===== config.mk =====
export PLATFORM = sky130hd
export DESIGN_NAME = parity_serial_tx
export DESIGN_NICKNAME = d
export VERILOG_FILES = /design/src/rtl/parity_serial_tx.sv
export SDC_FILE = /design/constraint.sdc
export NUM_CORES = 1
export LEC_CHECK = 0
export BUFFER_PORTS_ARGS = -buffer_cell sky130_fd_sc_hd__buf_2
export CORE_MARGIN = 4
export CORE_UTILIZATION = 62
export CTS_BUF_LIST = sky130_fd_sc_hd__clkbuf_4 sky130_fd_sc_hd__clkbuf_8
export DETAILED_ROUTE_END_ITERATION = 10
export PLACE_DENSITY = 0.95
export SYNTH_ARGS = -nofsm -noshare
export SYNTH_HDL_FRONTEND = slang
export SYNTH_SLANG_ARGS = --single-unit

===== constraint.sdc =====
create_clock -name clk -period 3.2 [get_ports clk]
set_input_delay 0.8 -clock clk [delete_from_list [all_inputs] [get_ports clk]]
set_output_delay 0.8 -clock clk [all_outputs]
set_load 0.1 [all_outputs]

===== src/rtl/parity_serial_tx.sv =====
// parity_serial_tx
//   Serialises one data byte plus its parity bit per valid/ready handshake.
//   Frame, LSB first: start(0), DATA_W data bits, parity, stop(1).
//   Each bit is held for CLKS_PER_BIT clocks. The line idles high.
//
// Ports
//   clk         rising-edge clock
//   rst         synchronous, active-high reset
//   data_in     byte to send, captured on accept
//   parity_in   parity of data_in, captured on accept
//   in_valid    upstream offers data_in/parity_in
//   in_ready    block can accept (IDLE and not in reset)
//   tx_out      registered serial line, idle high
//   busy        registered, high while a frame is in progress
//   frame_done  one-clock pulse in the last clock of the stop bit
module parity_serial_tx #(
    parameter int DATA_W       = 8,
    parameter int CLKS_PER_BIT = 4,
    parameter int PARITY_ODD   = 0
) (
    input  logic              clk,
    input  logic              rst,
    input  logic [DATA_W-1:0] data_in,
    input  logic              parity_in,
    input  logic              in_valid,
    output logic              in_ready,
    output logic              tx_out,
    output logic              busy,
    output logic              frame_done
);

    localparam int CW = (CLKS_PER_BIT > 1) ? $clog2(CLKS_PER_BIT) : 1;
    localparam int BW = (DATA_W > 1) ? $clog2(DATA_W) : 1;
    localparam logic [CW-1:0] CNT_LAST = CW'(CLKS_PER_BIT - 1);
    localparam logic [BW-1:0] BIT_LAST = BW'(DATA_W - 1);
    localparam logic          ODD      = (PARITY_ODD != 0);

    typedef enum logic [2:0] {
        IDLE,
        START,
        DATA,
        PARITY,
        STOP
    } state_t;

    state_t              state_q, state_d;
    logic [CW-1:0]       cnt_q, cnt_d;
    logic [BW-1:0]       bit_q, bit_d;
    logic [DATA_W-1:0]   shift_q, shift_d;
    logic                par_q, par_d;
    logic                tx_q, tx_d;
    logic                busy_q, busy_d;
    logic                done_c;
    logic                accept;
    logic                wrap;

    assign in_ready   = (state_q == IDLE) && !rst;
    assign accept     = in_valid && in_ready;
    assign wrap       = (cnt_q == CNT_LAST);
    assign tx_out     = tx_q;
    assign busy       = busy_q;
    // An aborted frame never reports completion.
    assign frame_done = done_c && !rst;

    // tx_d is the line value for the *next* clock, so tx_out changes on the
    // same edge that moves the FSM into the state the bit belongs to.
    always_comb begin
        state_d = state_q;
        cnt_d   = cnt_q;
        bit_d   = bit_q;
        shift_d = shift_q;
        par_d   = par_q;
        tx_d    = tx_q;
        done_c  = 1'b0;

        if (state_q != IDLE) begin
            cnt_d = wrap ? '0 : cnt_q + CW'(1);
        end

        case (state_q)
            IDLE: begin
                tx_d = 1'b1;
                if (accept) begin
                    state_d = START;
                    cnt_d   = '0;
                    bit_d   = '0;
                    shift_d = data_in;
                    par_d   = parity_in;
                    tx_d    = 1'b0;
                end
            end
            START: begin
                if (wrap) begin
                    state_d = DATA;
                    bit_d   = '0;
                    tx_d    = shift_q[0];
                end
            end
            DATA: begin
                if (wrap) begin
                    if (bit_q == BIT_LAST) begin
                        state_d = PARITY;
                        tx_d    = par_q ^ ODD;
                    end else begin
                        bit_d   = bit_q + BW'(1);
                        shift_d = shift_q >> 1;
                        tx_d    = shift_d[0];
                    end
                end
            end
            PARITY: begin
                if (wrap) begin
                    state_d = STOP;
                    tx_d    = 1'b1;
                end
            end
            STOP: begin
                tx_d = 1'b1;
                if (wrap) begin
                    done_c  = 1'b1;
                    state_d = IDLE;
                end
            end
            default: begin
                state_d = IDLE;
                tx_d    = 1'b1;
            end
        endcase

        busy_d = (state_d != IDLE);
    end

    always_ff @(posedge clk) begin
        if (rst) begin
            state_q <= IDLE;
            cnt_q   <= '0;
            bit_q   <= '0;
            shift_q <= '0;
            par_q   <= 1'b0;
            tx_q    <= 1'b1;
            busy_q  <= 1'b0;
        end else begin
            state_q <= state_d;
            cnt_q   <= cnt_d;
            bit_q   <= bit_d;
            shift_q <= shift_d;
            par_q   <= par_d;
            tx_q    <= tx_d;
            busy_q  <= busy_d;
        end
    end

endmodule


==> flow_summary.ini, run 1 <==
[run_status]
outcome = completed

[final_layout]
instances_no_fill = 134
drive_gt1_share_pct = 31.4
antenna_cells = 0
syn_to_final_growth_pct = 6.99
final_nets = 134

[yosys]
syn_inst = 108
yosysSeqAreaShare_pct = 36.0
yosysWarningCount = 0
synth_top_area_cell = dfxtp_1
syn_area_sq_um = 1060
synthTopCellsByArea = dfxtp_1 36%, a211oi_2 8.3%, mux2i_1 7.6%
synth.avg_cell_area_sq_um = 9.78
yosysMostFrequentCell = dfxtp_1
yosysTopAreaCellShare_pct = 36.0
ys_ff_latch = 19
synth_common_cells = 19 x dfxtp_1, 13 x a21oi_1, 8 x mux2i_1, 7 x a211oi_2, 6 x nor2_1
synthArstFlopShare_pct = 0
synth-main-ff-cell = dfxtp_1
yosys.cell_types.count = 43
synth-edff-count = 0
synth_fp_nets = 123

[global_route]
grt_start_max_net_pins = 23
antenna_found_initial = 0
grt_use_total_pct = 18.1
overflow = 0
grt_pass1_vias = 796
grt_pass1_wl_mm = 3.40

[critical_path]
crit_start = rst
cp-start-kind = input port
r2r_end = shift_q[4]
path_buf_inv = 2
reg2reg_slack_ps = 1180
cp_common_cell = buf_2
crit_slowest_cell = buf_2
cp.arrival_ps = 1770
rr_startpoint = bit_q[0]
crit_path_end_kind = output pin
cp_cell_sequence = buf_2, and4b_1, buf_2
critPathTopFamily = buffers and inverters
slowest_delay_ps = 420
critPathKind = in -> out
required_ps = 2400
cp_max_fo = 22
r2r_cells = 6

[power]
powerDensity_nw_per_um2 = 429
leakage_nw = 0.437
ir_drop_mv = 0.351
power_mw = 0.485

[timing]
rsz0062_at_grt = false
final.setup_skew_ps = 7.60
period_needed_ps = 2570
slew_headroom_pct = 64.2
worst_pin_slew_ps = 536
setup_violations = 0
finalCritPeriodShare_pct = 80.3
finalHoldViolCount = 0
finalMaxSlewViolations = 0
setup_tns_ps = 0
fmaxAchievable_mhz = 389

[drt]
viasPerCell = 6.43
finalWirelength_mm = 2.02
first_iter_violations = 40
antenna_left = 0
vias = 861
first_pass_iters = 4
wl_per_cell_um = 15.1
drcViolationCount = 0

[run]
cap_violations = 0

[clocking]
cts_buffers = 3
ctsHoldBuffers = 0
cts.sinks = 19
post_cts.repair.setup_buffers = 0
cts.htree.levels = 1
cts_resized = 0
cts_buffer_depth = 2
clk_pin_slew_ps = 110
cts_tree = done
clock_latency_ps = 300
cts_root_buffer = clkbuf_4

[place]
gp_congestion = 0.801
hpwl_mm = 1.38
dp_cells = 130
port_buffers = 15

[min_path]
worstHoldPathType = reg -> reg
worstHoldStart = bit_q[1]
hold_end = bit_q[1]
holdPathStages = 2

[die]
io_pins = 16
core_area_sq_um = 1560
rows = 14
die-area_sq_um = 2430
initial_core_util_pct = 67.7
fp.dieH_um = 49.3
die_w_um = 49.3
==> per-stage QoR <==
stage | hold WS (ps) | instance area, sq um | util [%] | worst slack, ps
after floorplan | 453 | 1070 | - | 341
after global placement | 469 | 1100 | 70.7 | 637
after detailed placement | 471 | 1100 | 70.7 | 624
after CTS | 487 | 1130 | 72.5 | 625
after global routing | 531 | 1130 | 72.5 | 564
final | 485 | 1130 | 72.5 | 629
==> how the worst max path moves through the flow <==
stage | cells past startpoint | endpoint
after global placement | 3 | frame_done
after detailed placement | 3 | frame_done
final | 3 | frame_done
after CTS | 3 | frame_done
after floorplan | 2 | in_ready
after global routing | 3 | frame_done
==> logic make-up after synthesis <==
logic type	Yosys count	synth area share, %
adder cells (fa/ha/maj)	3	3.55
flip-flops	19	36.0
AO/OA/AOI/OAI	38	28.1
XOR/XNOR	1	0.830
AND/OR/NAND/NOR	28	16.5
buffers and inverters	10	6.40
multiplexers	9	8.65
==> state kept, by name, summed over array words and instances, names as in the netlist <==
signal   flops
busy         1
state_q      3
tx_out       1
par_q        1
cnt_q        2
bit_q        3
shift_q      8
==> worst register-to-register path, delay by kind of cell (launching register included) <==
kind / cells / cell delay, ps
and+or+nand+nor: 2 / 620
AOI/OAI and AO/OA: 2 / 520
adders and majority gates: 2 / 430
DFF: 1 / 340
==> power breakdown <==
group / internal [mW] / leakage (nW) / switching (mW)
logic: 0.0352 / 0.264 / 0.0644
clock network: 0.0466 / 0.0177 / 0.0760
registers: 0.251 / 0.156 / 0.0112
total: 0.333 / 0.437 / 0.152
==> layer usage <==
layer | track usage [%] | up-vias | part of all wire [%]
li1 | - | 424 | -
met1 | 21.5 | 408 | 45
met2 | 29.0 | 25 | 48
met3 | 3.67 | 4 | 4.9
met4 | 12.3 | 0 | 2.4
met5 | 0 | - | 0
==> layout make-up <==
class	instances	area, sq um
clock buffers	3	22.5
clock inverters	1	5.00
fillers	116	429
inverters	1	3.75
multi-input cells	79	623
flip-flops and latches	19	380
well taps	16	20.0
repair buffers	15	75.1
==> placed cells by master, fill, tap and decap left out, types with 2 or more instances in the layout <==
| cell type | n |
|---|---|
| nand2b_1 | 2 |
| o21ai_0 | 4 |
| a21oi_1 | 13 |
| nor2_1 | 6 |
| dfxtp_1 | 19 |
| buf_2 | 15 |
| ha_1 | 3 |
| a31oi_1 | 2 |
| nand2_1 | 2 |
| a21o_1 | 2 |
| nand4b_1 | 2 |
| mux2i_1 | 8 |
| nand4_1 | 2 |
| nor3_1 | 4 |
| a211oi_2 | 7 |
| clkbuf_4 | 3 |
No activity file was read; power rests on OpenSTA's default activity.
==> inputs of run 2 (changes only) <==
CORE_UTILIZATION = 58   (was 62)
PLACE_DENSITY = 0.93   (was 0.95)
clock period = 2.4 ns   (was 3.2 ns; I/O delays follow)
==> flow_summary.ini, run 2 (same netlist as run 1, synthesis figures left out) <==
[critical_path]
cp.arrival_ps = 1570
critPathKind = reg -> out
cp-start-kind = register
r2r_cells = 6
crit_path_end_kind = output pin
cp_max_fo = 12
required_ps = 1800

[clocking]
cts_tree = done
cts_root_buffer = clkbuf_4
post_cts.repair.setup_buffers = 0
clk_pin_slew_ps = 110
clock_latency_ps = 300
cts_buffers = 3
cts.htree.levels = 1
cts.sinks = 19
ctsHoldBuffers = 0
cts_buffer_depth = 2
cts_resized = 0

[final_layout]
final_common_cell = dfxtp_1
instances_no_fill = 146
largest_register_ffs = 8
fin_area_sq_um = 1200
fin_util_pct = 69.3
top_register = shift_q
antenna_cells = 0
drive_gt1_share_pct = 33.1
final_cell_mix = 19 x dfxtp_1, 13 x a21oi_1, 13 x buf_2
final_nets = 137
reg.largest.list = shift_q x8, bit_q x3, state_q x3
syn_to_final_growth_pct = 13.3

[global_route]
overflow = 0
grt_use_total_pct = 17.8
grt_pass1_vias = 841
grt_start_max_net_pins = 20
grt_pass1_wl_mm = 3.62
antenna_found_initial = 0

[die]
io_pins = 16
fp.dieH_um = 50.7
rows = 15
die_w_um = 50.7
die-area_sq_um = 2570
core_area_sq_um = 1730
initial_core_util_pct = 61.2

[place]
gp_congestion = 0.750
hpwl_mm = 1.48
port_buffers = 15
dp_cells = 142
pre_cts_ws_ps = 557
placed_cell_area_sq_um = 1170

[drt]
first_pass_iters = 4
first_iter_violations = 26
antenna_left = 0
finalWirelength_mm = 2.06
wl_per_cell_um = 14.1
viasPerCell = 5.91
vias = 863
drcViolationCount = 0

[min_path]
worstHoldPathType = reg -> reg
holdPathStages = 2

[timing]
fmaxAchievable_mhz = 461
finalCritPeriodShare_pct = 90.5
holdWs_ps = 499
finalMaxSlewViolations = 0
final.setup_skew_ps = 10.5
setup_violations = 0
finalHoldViolCount = 0
slew_headroom_pct = 62.3
rsz0062_at_grt = false
setup_ws_ps = 229
period_needed_ps = 2170
worst_pin_slew_ps = 564

[power]
ir_drop_mv = 0.480
leakage_nw = 0.459
powerDensity_nw_per_um2 = 557

[run]
cap_violations = 0

[run_status]
outcome = completed
run 2: cell count changes in the layout (fill, tap and decap cells not counted), sizes merged:
cell,previous run,this run
clkbuf,3,4
buf,15,18
clkinv,1,0
run 2: per-layer routing:
layer	part of all wire [%]	GRT usage, %	vias up	wire [um]
met1	45	23.3	394	924
met2	48	29.3	35	998
met5	0	0	-	0
met4	0.78	4.48	0	16
met3	5.9	4.15	4	121
li1	-	-	430	-
run 2: worst max-delay path, stage by stage, from the launching register on:
cell and delay [ps]:
dfxtp_1 390, ha_1 400, and4b_1 300, buf_12 180
run 2: worst paths after layout:
check	start	end	slack (ps)
min reg2reg	bit_q[1]	bit_q[1]	500
max	cnt_q[0]	frame_done	230
min	bit_q[1]	bit_q[1]	500
max reg2reg	bit_q[0]	shift_q[4]	650
run 2: cell type report:
| class | count | area, sq um |
|---|---|---|
| Inverter | 1 | 3.75 |
| Fill cell | 130 | 531 |
| Clock buffer | 4 | 30.0 |
| Timing Repair Buffer | 18 | 128 |
| Multi-Input combinational cell | 79 | 623 |
| Tap cell | 25 | 31.3 |
| Sequential cell | 19 | 380 |
run 2: metrics by stage:
stage	total power, mW	TNS, ps
global placement	0.493	0
detailed placement	0.500	0
CTS	0.669	0
finish	0.666	0
global route	0.703	0
floorplan	0.470	-6.32
run 2: power breakdown:
group,leakage (nW),internal (mW),switching (mW),total (mW)
Clock,0.0184,0.0759,0.0972,0.173
Sequential,0.156,0.335,0.0154,0.350
Combinational,0.285,0.0552,0.0872,0.142
Total,0.459,0.466,0.200,0.666
